File: src/rtl/rom_reader_pkg.sv
// Shared phase codes and sizing helpers for the serial PROM reader.
// Phase codes are what the operation output shows to external shift registers and displays.
package rom_reader_pkg;

  localparam int OP_W = 4;

  typedef enum logic [OP_W-1:0] {
    PH_IDLE        = 4'h0,
    PH_SET_ADDRESS = 4'h1,
    PH_WAIT_ACCESS = 4'h2,
    PH_SAMPLE      = 4'h3,
    PH_SHIFT_DATA  = 4'h4,
    PH_DONE        = 4'h5
  } phase_t;

  localparam int CHIP_3601 = 0;

  function automatic int max3(input int a, input int b, input int c);
    int m;
    m = (a > b) ? a : b;
    return (m > c) ? m : c;
  endfunction

endpackage

File: src/rtl/rom_reader_if.sv
// Button, ROM data and serial output signals of the PROM reader, bundled for port hookup.
// No valid/ready handshake: buttons are level inputs, and the serial outputs are qualified by operation.
interface rom_reader_if #(
  parameter int DATA_WIDTH = 4
);
  import rom_reader_pkg::*;

  logic                  increment_address;
  logic                  decrement_address;
  logic [DATA_WIDTH-1:0] data_line_in;
  logic [OP_W-1:0]       operation;
  logic                  address_line;
  logic                  data_line;

  modport master (
    output increment_address,
    output decrement_address,
    output data_line_in,
    input  operation,
    input  address_line,
    input  data_line
  );

  modport slave (
    input  increment_address,
    input  decrement_address,
    input  data_line_in,
    output operation,
    output address_line,
    output data_line
  );

endinterface

File: src/rtl/rom_reader_btn_sync.sv
// Two-flop synchronizer for an asynchronous button, followed by a rising-edge pulse.
// The pulse is formed from flopped values only, so it is a clean single-cycle strobe.
module rom_reader_btn_sync (
  input  logic clk,
  input  logic rst,
  input  logic button,
  output logic pulse
);

  logic meta;
  logic sync;
  logic sync_d;

  always_ff @(posedge clk or posedge rst) begin
    if (rst) begin
      meta   <= 1'b0;
      sync   <= 1'b0;
      sync_d <= 1'b0;
    end else begin
      meta   <= button;
      sync   <= meta;
      sync_d <= sync;
    end
  end

  assign pulse = sync & ~sync_d;

endmodule

File: src/rtl/rom_reader.sv
// Serial front end for parallel PROMs: holds an address steered by buttons and, on every
// address change, shifts the address out, waits the access time, samples and shifts the word out.
module rom_reader
  import rom_reader_pkg::*;
#(
  parameter int DATA_WIDTH    = 4,
  parameter int ADDRESS_WIDTH = 8,
  parameter int ACCESS_CYCLES = 2,
  parameter int SELECTED_CHIP = CHIP_3601
) (
  input  logic         clk,
  input  logic         reset_n,
  rom_reader_if.slave  bus
);

  localparam int CNT_MAX = max3(ADDRESS_WIDTH, DATA_WIDTH, ACCESS_CYCLES);
  localparam int CW      = $clog2(CNT_MAX + 1);

  // Data rotation below reads bit DW-2, so words narrower than two bits are not supported.
  if (ACCESS_CYCLES < 1 || DATA_WIDTH < 2 || ADDRESS_WIDTH < 1 || SELECTED_CHIP < 0) begin : g_bad_cfg
    $error("rom_reader: unsupported parameter set");
  end

  logic inc_pulse;
  logic dec_pulse;

  rom_reader_btn_sync u_inc_sync (
    .clk    (clk),
    .rst    (reset_n),
    .button (bus.increment_address),
    .pulse  (inc_pulse)
  );

  rom_reader_btn_sync u_dec_sync (
    .clk    (clk),
    .rst    (reset_n),
    .button (bus.decrement_address),
    .pulse  (dec_pulse)
  );

  phase_t                   state;
  logic [ADDRESS_WIDTH-1:0] address;
  logic [ADDRESS_WIDTH-1:0] addr_sr;
  logic [DATA_WIDTH-1:0]    data_reg;
  logic [CW-1:0]            cnt;
  logic                     auto_read;
  logic                     address_line_q;
  logic                     data_line_q;

  logic                     start;
  logic [ADDRESS_WIDTH-1:0] next_address;

  // Simultaneous inc and dec edges cancel out and leave the reader idle.
  always_comb begin
    start        = 1'b0;
    next_address = address;
    if (auto_read) begin
      start = 1'b1;
    end else if (inc_pulse && !dec_pulse) begin
      start        = 1'b1;
      next_address = address + ADDRESS_WIDTH'(1);
    end else if (dec_pulse && !inc_pulse) begin
      start        = 1'b1;
      next_address = address - ADDRESS_WIDTH'(1);
    end
  end

  always_ff @(posedge clk or posedge reset_n) begin
    if (reset_n) begin
      state          <= PH_IDLE;
      address        <= '0;
      addr_sr        <= '0;
      data_reg       <= '0;
      cnt            <= '0;
      auto_read      <= 1'b1;
      address_line_q <= 1'b0;
      data_line_q    <= 1'b0;
    end else begin
      case (state)
        PH_IDLE: begin
          if (start) begin
            auto_read      <= 1'b0;
            address        <= next_address;
            addr_sr        <= next_address << 1;
            address_line_q <= next_address[ADDRESS_WIDTH-1];
            cnt            <= '0;
            state          <= PH_SET_ADDRESS;
          end
        end
        PH_SET_ADDRESS: begin
          if (cnt == CW'(ADDRESS_WIDTH - 1)) begin
            cnt            <= '0;
            address_line_q <= 1'b0;
            state          <= PH_WAIT_ACCESS;
          end else begin
            cnt            <= cnt + CW'(1);
            address_line_q <= addr_sr[ADDRESS_WIDTH-1];
            addr_sr        <= addr_sr << 1;
          end
        end
        PH_WAIT_ACCESS: begin
          if (cnt == CW'(ACCESS_CYCLES - 1)) begin
            cnt   <= '0;
            state <= PH_SAMPLE;
          end else begin
            cnt <= cnt + CW'(1);
          end
        end
        PH_SAMPLE: begin
          data_reg    <= bus.data_line_in;
          data_line_q <= bus.data_line_in[DATA_WIDTH-1];
          cnt         <= '0;
          state       <= PH_SHIFT_DATA;
        end
        PH_SHIFT_DATA: begin
          // Rotating keeps the full sampled word in data_reg once the frame completes.
          data_reg <= {data_reg[DATA_WIDTH-2:0], data_reg[DATA_WIDTH-1]};
          if (cnt == CW'(DATA_WIDTH - 1)) begin
            cnt         <= '0;
            data_line_q <= 1'b0;
            state       <= PH_DONE;
          end else begin
            cnt         <= cnt + CW'(1);
            data_line_q <= data_reg[DATA_WIDTH-2];
          end
        end
        PH_DONE: begin
          state <= PH_IDLE;
        end
        default: begin
          state <= PH_IDLE;
        end
      endcase
    end
  end

  assign bus.operation    = state;
  assign bus.address_line = address_line_q;
  assign bus.data_line    = data_line_q;

endmodule

File: src/flat_wrapper.sv
// flat-port wrapper written by rule: the top's interface ports become plain ports
module rom_reader_flat import rom_reader_pkg::*;
#(
  parameter int DATA_WIDTH    = 4,
  parameter int ADDRESS_WIDTH = 8,
  parameter int ACCESS_CYCLES = 2,
  parameter int SELECTED_CHIP = CHIP_3601
)
  (clk, reset_n, bus_increment_address, bus_decrement_address, bus_data_line_in, bus_operation, bus_address_line, bus_data_line);
  rom_reader_if #(.DATA_WIDTH(DATA_WIDTH)) bus_i ();
  input  logic clk;
  input  logic reset_n;
  input wire logic [$bits(bus_i.increment_address)-1:0] bus_increment_address;
  input wire logic [$bits(bus_i.decrement_address)-1:0] bus_decrement_address;
  input wire logic [$bits(bus_i.data_line_in)-1:0] bus_data_line_in;
  output wire logic [$bits(bus_i.operation)-1:0] bus_operation;
  output wire logic [$bits(bus_i.address_line)-1:0] bus_address_line;
  output wire logic [$bits(bus_i.data_line)-1:0] bus_data_line;
  assign bus_i.increment_address = bus_increment_address;
  assign bus_i.decrement_address = bus_decrement_address;
  assign bus_i.data_line_in = bus_data_line_in;
  assign bus_operation = bus_i.operation;
  assign bus_address_line = bus_i.address_line;
  assign bus_data_line = bus_i.data_line;
  rom_reader #(.DATA_WIDTH(DATA_WIDTH), .ADDRESS_WIDTH(ADDRESS_WIDTH), .ACCESS_CYCLES(ACCESS_CYCLES), .SELECTED_CHIP(SELECTED_CHIP)) u_core (.clk(clk), .reset_n(reset_n), .bus(bus_i));
endmodule
File: config.mk
export PLATFORM = sky130hd
export DESIGN_NAME = rom_reader_flat
export DESIGN_NICKNAME = d
export VERILOG_FILES = /design/src/rtl/rom_reader_pkg.sv /design/src/rtl/rom_reader_if.sv /design/src/rtl/rom_reader_btn_sync.sv /design/src/rtl/rom_reader.sv /design/src/flat_wrapper.sv
export SDC_FILE = /design/constraint.sdc
export NUM_CORES = 1
export LEC_CHECK = 0
export BUFFER_PORTS_ARGS = -buffer_cell sky130_fd_sc_hd__buf_2
export CAP_MARGIN = 5
export CORE_AREA = 2 2 61 63
export CTS_CLUSTER_DIAMETER = 30
export DETAILED_ROUTE_END_ITERATION = 12
export DIE_AREA = 0 0 63 65
export GPL_ROUTABILITY_DRIVEN = 0
export HOLD_SLACK_MARGIN = 0.08
export PLACE_DENSITY = 0.77
export SYNTH_ARGS = -nofsm -noshare
export SYNTH_HDL_FRONTEND = slang
export SYNTH_SLANG_ARGS = --single-unit
File: constraint.sdc
create_clock -name clk -period 4.35 [get_ports clk]
set_clock_uncertainty 0.05 [all_clocks]
set_input_delay 0.2175 -clock clk [delete_from_list [all_inputs] [get_ports clk]]
set_output_delay 0.2175 -clock clk [all_outputs]
set_load 0.01 [all_outputs]
==> results.py, run 1 <==
metrics = {
    "synthesis": {
        "syn-instance-count": 203,
        "syn_nets": 217,
        "syn_area_sq_mm": 0.00197,
        "yosysMostFrequentCell": "dfrtp_1",
        "ys_ff_latch": 35,
        "yosysWarningCount": 0,
        "synthFlopType": "dfrtp_1",
        "synth.avg_cell_area_sq_um": 9.70,
        "ys_top_cells_by_count": "dfrtp_1 (34), nor2_1 (22), nand2_1 (16)",
        "synth_cell_types": 55,
        "synth_edf_count": 0,
        "yosysTopAreaCell": "dfrtp_1",
        "synth_top_area_share": 0.432,
        "synth-seq-area-share": 0.446,
        "synth_area_leaders": "dfrtp_1 (43%), xnor2_1 (4.9%), nor2_1 (4.2%)",
        "async_reset_ff_frac": 1.00,
    },
    "critical_path": {
        "critPathKind": "reg -> reg",
        "startpoint_type": "flop",
        "rr_endpoint": "u_core.addr_sr[7]",
        "reg2reg_setup_slack_ps": 2120,
        "end_kind": "flop",
        "required_ps": 4540,
        "r2r_cells": 4,
        "worst_ep_arrival_time_ps": 2420,
        "reg2reg_from": "u_core.bus.operation[2]",
        "cp_max_fo": 14,
    },
    "cells_and_area": {
        "top_register": "u_core.address",
        "utilization": 0.629,
        "largest_register_ffs": 8,
        "top_regs": "u_core.address: 8 flops, u_core.addr_sr: 7 flops",
        "syn2layout_area_growth_pct": 11.7,
        "nets": 233,
        "drive_above_1_share": 0.141,
        "antenna_cells": 0,
        "fin_cells": 268,
        "fillers": 296,
    },
    "worst_hold_path": {
        "whs_endpoint": "u_core.u_inc_sync.sync",
        "hold_depth": 0,
        "min_from": "u_core.u_inc_sync.meta",
        "min_path_type": "reg -> reg",
    },
    "die": {
        "die-height_um": 65,
        "io_pins": 14,
        "die_w_um": 63,
        "num_rows": 22,
        "start_util": 0.563,
        "coreArea_sq_mm": 0.00350,
        "die_area_sq_mm": 0.00410,
    },
    "timing": {
        "relSlewSlack": 0.505,
        "post-route-min-period_ps": 2230,
        "fin_ws_ps": 2120,
        "fin_crit_sh": 0.513,
        "max_freq_ghz": 0.449,
        "setup-violations-final": 0,
        "tns_ps": 0,
        "maxSlewViolCount": 0,
        "rsz0062_at_grt": "false",
        "hold_viol_final": 0,
        "tightest_slew_ps": 741,
    },
    "detailed_routing": {
        "route.detailed.drc": 0,
        "dr.first_iter.drc_count": 62,
        "ant_nets": 0,
        "routed_via_density": 5.67,
        "wl_per_cell_um": 14.2,
        "dr_total_vias": 1520,
        "first_pass_iters": 5,
        "totalWireLength_mm": 3.80,
    },
    "clocking": {
        "cts.clk_slew.worst_paths_ps": 110,
        "ctsResizeCount": 0,
        "numCtsBuffers": 5,
        "tritoncts": "yes",
        "cts_setup_buffers": 0,
        "worstSkewPairLatency_ps": 350,
        "cts_sinks": 35,
        "cts-root-buf": "clkbuf_4",
        "cts_max_level": 2,
        "hold_buffers": 7,
        "cts_max_path_buffers": 2,
    },
    "global_route": {
        "grt_pass1_wl_mm": 6.76,
        "grt_pass1_vias": 1462,
        "grt_usage": 0.215,
        "grt_overflow": 0,
        "grt_max_degree": 36,
        "antenna_found_initial": 0,
    },
    "power": {
        "seqPwrFrac": 0.397,
        "power_frac_comb": 0.397,
        "leakagePower_nw": 0.943,
        "switchingPower_w": 0.000543,
        "vdd_drop_max_mv": 0.327,
        "cellPowerDensity_mw_per_mm2": 646,
        "p_clk_frac": 0.206,
        "power.internal_w": 0.000877,
        "swShare": 0.382,
    },
    "place": {
        "port_buffers": 12,
        "placedCellCount": 253,
        "dp_hpwl_mm": 2.61,
        "dpl_worst_slack_ps": 2160,
    },
    "run_status": {
        "status": "complete, no violations",
    },
    "job": {
        "drv_cap": 0,
    },
}
==> power by group through the flow <==
stage / combinational [W] / sequential [W] / clock (W)
2_1_floorplan: 0.000484 / 0.000526 / 0
3_3_place_gp: 0.000541 / 0.000565 / 0
3_5_place_dp: 0.000553 / 0.000568 / 0
4_1_cts: 0.000562 / 0.000560 / 0.000302
5_1_grt: 0.000631 / 0.000583 / 0.000314
6_report: 0.000563 / 0.000563 / 0.000293
==> placed cells by master, fill, tap and decap left out, types with 5 or more instances in the layout <==
master and instances:
a21oi_1 7, a31oi_1 5, buf_2 12, clkbuf_4 5
dfrtp_1 34, dlygate4sd3_1 7, ha_1 6, inv_1 13
nand2_1 16, nand3_1 5, nor2_1 22, nor3b_1 5
xnor2_1 11
==> metrics by stage <==
| step | hold slack [ps] | area, sq um | total power (W) |
|---|---|---|---|
| detailed placement | 278 | 2020 | 0.00112 |
| CTS | 306 | 2200 | 0.00142 |
| finish | 309 | 2200 | 0.00142 |
| global placement | 276 | 2020 | 0.00111 |
| global route | 336 | 2200 | 0.00153 |
| floorplan | 199 | 1970 | 0.00101 |
==> metal layers <==
layer | vias up | wire length, um | track usage
li1 | 749 | - | -
met1 | 735 | 1750 | 0.276
met2 | 27 | 1820 | 0.343
met3 | 9 | 142 | 0.0538
met4 | 0 | 89 | 0.100
met5 | - | 0 | 0
==> cell families after synthesis <==
group,count (synthesis),share of synthesized area
AO/OA/AOI/OAI,43,0.163
XOR/XNOR,11,0.0489
adder cells (fa/ha/maj),6,0.0381
buffers and inverters,25,0.0636
flip-flops,35,0.446
multiplexers,5,0.0261
other,1,0.00191
AND/OR/NAND/NOR,77,0.212
==> worst max path at each step <==
stage | from | to | slack, ps | cells after the start
detailed placement | u_core.bus.operation[2] | u_core.addr_sr[7] | 2160 | 4
global route | u_core.bus.operation[2] | u_core.addr_sr[7] | 1970 | 4
global placement | u_core.bus.operation[2] | u_core.addr_sr[7] | 2210 | 4
floorplan | u_core.u_dec_sync.sync_d | u_core.addr_sr[7] | 2380 | 7
finish | u_core.bus.operation[2] | u_core.addr_sr[7] | 2120 | 4
CTS | u_core.bus.operation[2] | u_core.addr_sr[7] | 2140 | 4
==> layout make-up <==
class	instances	area (sq um)	share of cell area
Clock buffer	5	37.5	0.0171
Clock inverter	3	67.6	0.0307
Inverter	14	52.6	0.0239
Multi-Input combinational cell	143	966	0.439
Sequential cell	35	877	0.399
Tap cell	48	60.1	0.0273
Timing Repair Buffer	20	138	0.0626
==> critical path: stages, from the launching register on <==
cell and delay (ps):
dfrtp_1 530, or3b_1 580, o22ai_2 470, mux2i_1 130, or3b_1 350
No activity file was read; power rests on OpenSTA's default activity.
==> inputs of run 2 (changes only) <==
--- a/config.mk
+++ b/config.mk
@@ -7,13 +7,13 @@
 export LEC_CHECK = 0
 export BUFFER_PORTS_ARGS = -buffer_cell sky130_fd_sc_hd__buf_2
 export CAP_MARGIN = 5
-export CORE_AREA = 2 2 61 63
+export CORE_AREA = 2 2 64 66
 export CTS_CLUSTER_DIAMETER = 30
 export DETAILED_ROUTE_END_ITERATION = 12
-export DIE_AREA = 0 0 63 65
+export DIE_AREA = 0 0 66 68
 export GPL_ROUTABILITY_DRIVEN = 0
 export HOLD_SLACK_MARGIN = 0.08
-export PLACE_DENSITY = 0.77
+export PLACE_DENSITY = 0.73
 export SYNTH_ARGS = -nofsm -noshare
 export SYNTH_HDL_FRONTEND = slang
 export SYNTH_SLANG_ARGS = --single-unit
==> constraint.sdc (replaced) <==
create_clock -name clk -period 2.05 [get_ports clk]
set_clock_uncertainty 0.05 [all_clocks]
set_input_delay 0.1025 -clock clk [delete_from_list [all_inputs] [get_ports clk]]
set_output_delay 0.1025 -clock clk [all_outputs]
set_load 0.01 [all_outputs]
==> results.py, run 2 (same netlist as run 1, synthesis figures left out) <==
metrics = {
    "die": {
        "io_pins": 14,
        "start_util": 0.510,
        "num_rows": 23,
        "die-height_um": 68,
        "die_area_sq_mm": 0.00449,
        "coreArea_sq_mm": 0.00386,
        "die_w_um": 66,
    },
    "power": {
        "power.internal_w": 0.00202,
        "total_power_w": 0.00326,
        "p_clk_frac": 0.196,
        "switchingPower_w": 0.00125,
        "power_frac_comb": 0.444,
        "leakagePower_nw": 1.05,
        "seqPwrFrac": 0.360,
        "vdd_drop_max_mv": 0.994,
        "swShare": 0.381,
        "cellPowerDensity_mw_per_mm2": 1360,
    },
    "clocking": {
        "cts.clk_slew.worst_paths_ps": 70,
        "cts_max_level": 2,
        "cts-root-buf": "clkbuf_8",
        "numCtsBuffers": 5,
        "cts_max_path_buffers": 2,
        "worstSkewPairLatency_ps": 290,
        "cts_sinks": 35,
        "tritoncts": "yes",
    },
    "timing": {
        "max_freq_ghz": 0.530,
        "rsz0062_at_grt": "false",
        "fin_crit_sh": 0.921,
        "fin_ws_ps": 162,
        "tightest_slew_ps": 645,
        "relSlewSlack": 0.567,
        "hold_slack_ps": 301,
        "maxSlewViolCount": 0,
        "hold_viol_final": 0,
        "setup-violations-final": 0,
        "post-route-min-period_ps": 1890,
        "tns_ps": 0,
    },
    "run_status": {
        "status": "complete, no violations",
    },
    "global_route": {
        "grt_overflow": 0,
        "grt_pass1_vias": 1541,
        "antenna_found_initial": 0,
        "grt_pass1_wl_mm": 7.11,
        "grt_max_degree": 36,
        "grt_usage": 0.210,
    },
    "cells_and_area": {
        "syn2layout_area_growth_pct": 22.1,
        "top_regs": "u_core.address: 8 flops, u_core.addr_sr: 7 flops",
        "mostFrequentLayoutCells": "dfrtp_1 (34), nor2_1 (22), buf_4 (21)",
        "nets": 253,
        "largest_register_ffs": 8,
        "final_common_cell": "dfrtp_1",
        "utilization": 0.623,
        "antenna_cells": 0,
        "fillers": 333,
        "drive_above_1_share": 0.233,
        "top_register": "u_core.address",
    },
    "critical_path": {
        "slowest_stage": "or3b_1",
        "crit_buf_inv": 0,
        "end_kind": "flop",
        "critPathTopFamily": "simple AND/OR/NAND/NOR gates",
        "cp_max_fo": 10,
        "max_stage_delay_ps": 380,
        "worst_ep_arrival_time_ps": 2000,
        "critPathKind": "reg -> reg",
        "crit_chain": "nand2b_1 -> ha_4 -> or3_1 -> a21oi_2 -> a21oi_1 -> or3b_1",
        "startpoint_type": "flop",
        "required_ps": 2170,
    },
    "detailed_routing": {
        "routed_via_density": 5.49,
        "first_pass_iters": 4,
        "route.detailed.drc": 0,
        "dr_total_vias": 1592,
        "totalWireLength_mm": 4.20,
        "ant_nets": 0,
        "wl_per_cell_um": 14.5,
        "dr.first_iter.drc_count": 98,
    },
    "place": {
        "dp_hpwl_mm": 2.84,
        "port_buffers": 12,
        "dpl_worst_slack_ps": 50.0,
    },
    "worst_hold_path": {
        "min_path_type": "reg -> reg",
    },
    "job": {
        "drv_cap": 0,
    },
}
-- run 2: changes by cell type in the layout (fill, tap and decap cells not counted), moves of 2 or more --
cell / before / now
clkbuf_4: 5 / 0
clkbuf_8: 0 / 5
buf_4: 1 / 21
a21oi_1: 7 / 5
a21oi_2: 0 / 2
-- run 2: layout make-up --
cell class | count | area (sq um) | area share
inverter | 14 | 52.6 | 0.0219
tap | 50 | 62.6 | 0.0260
timing repair buffer | 40 | 288 | 0.120
multi-input combinational | 143 | 1010 | 0.419
clock buffer | 5 | 68.8 | 0.0286
sequential | 35 | 877 | 0.365
clock inverter | 3 | 47.5 | 0.0198
-- run 2: power groups by stage --
stage	logic (W)	registers, W	clock network (W)
5_1_grt	0.00162	0.00121	0.000683
3_5_place_dp	0.00138	0.00118	0
4_1_cts	0.00140	0.00117	0.000652
2_1_floorplan	0.00103	0.00112	0
3_3_place_gp	0.00136	0.00117	0
6_report	0.00145	0.00118	0.000639
-- run 2: layer usage --
metal	track usage	vias to the layer above	share of wire
met5	0	-	0
met4	0.0867	0	0.014
met3	0.0395	9	0.028
met2	0.351	26	0.48
met1	0.272	770	0.47
li1	-	787	-
-- run 2: timing repair --
item,in CTS,in global routing
endpoints found under the setup margin,0,9
endpoints found under the hold margin,41,0
setup buffers,0,0
resized for setup,0,7
hold buffers,7,0
-- run 2: per-stage QoR --
stage               area (sq um)  instances
floorplan                   1970        203
global placement            2180        275
detailed placement          2180        275
CTS                         2360        290
global route                2400        290
finish                      2400        290
-- run 2: worst paths after layout --
path	to	slack (ps)	cells past startpoint	from
worst max-delay path	u_core.addr_sr[7]	160	6	u_core.u_dec_sync.sync_d
worst min-delay path	u_core.u_inc_sync.sync	300	0	u_core.u_inc_sync.meta
worst max register to register	u_core.addr_sr[7]	160	6	u_core.u_dec_sync.sync_d
worst min register to register	u_core.u_inc_sync.sync	300	0	u_core.u_inc_sync.meta
max in group asynchronous	u_core.auto_read	1210	4	reset_n
min in group asynchronous	u_core.bus.data_line	400	4	reset_n
-- run 2: worst reg2reg max path, stage by stage, from the launching register on --
cell and delay [ps]:
dfrtp_1 360, nand2b_1 190, ha_4 220, or3_1 330, a21oi_2 170, a21oi_1 80
or3b_1 380
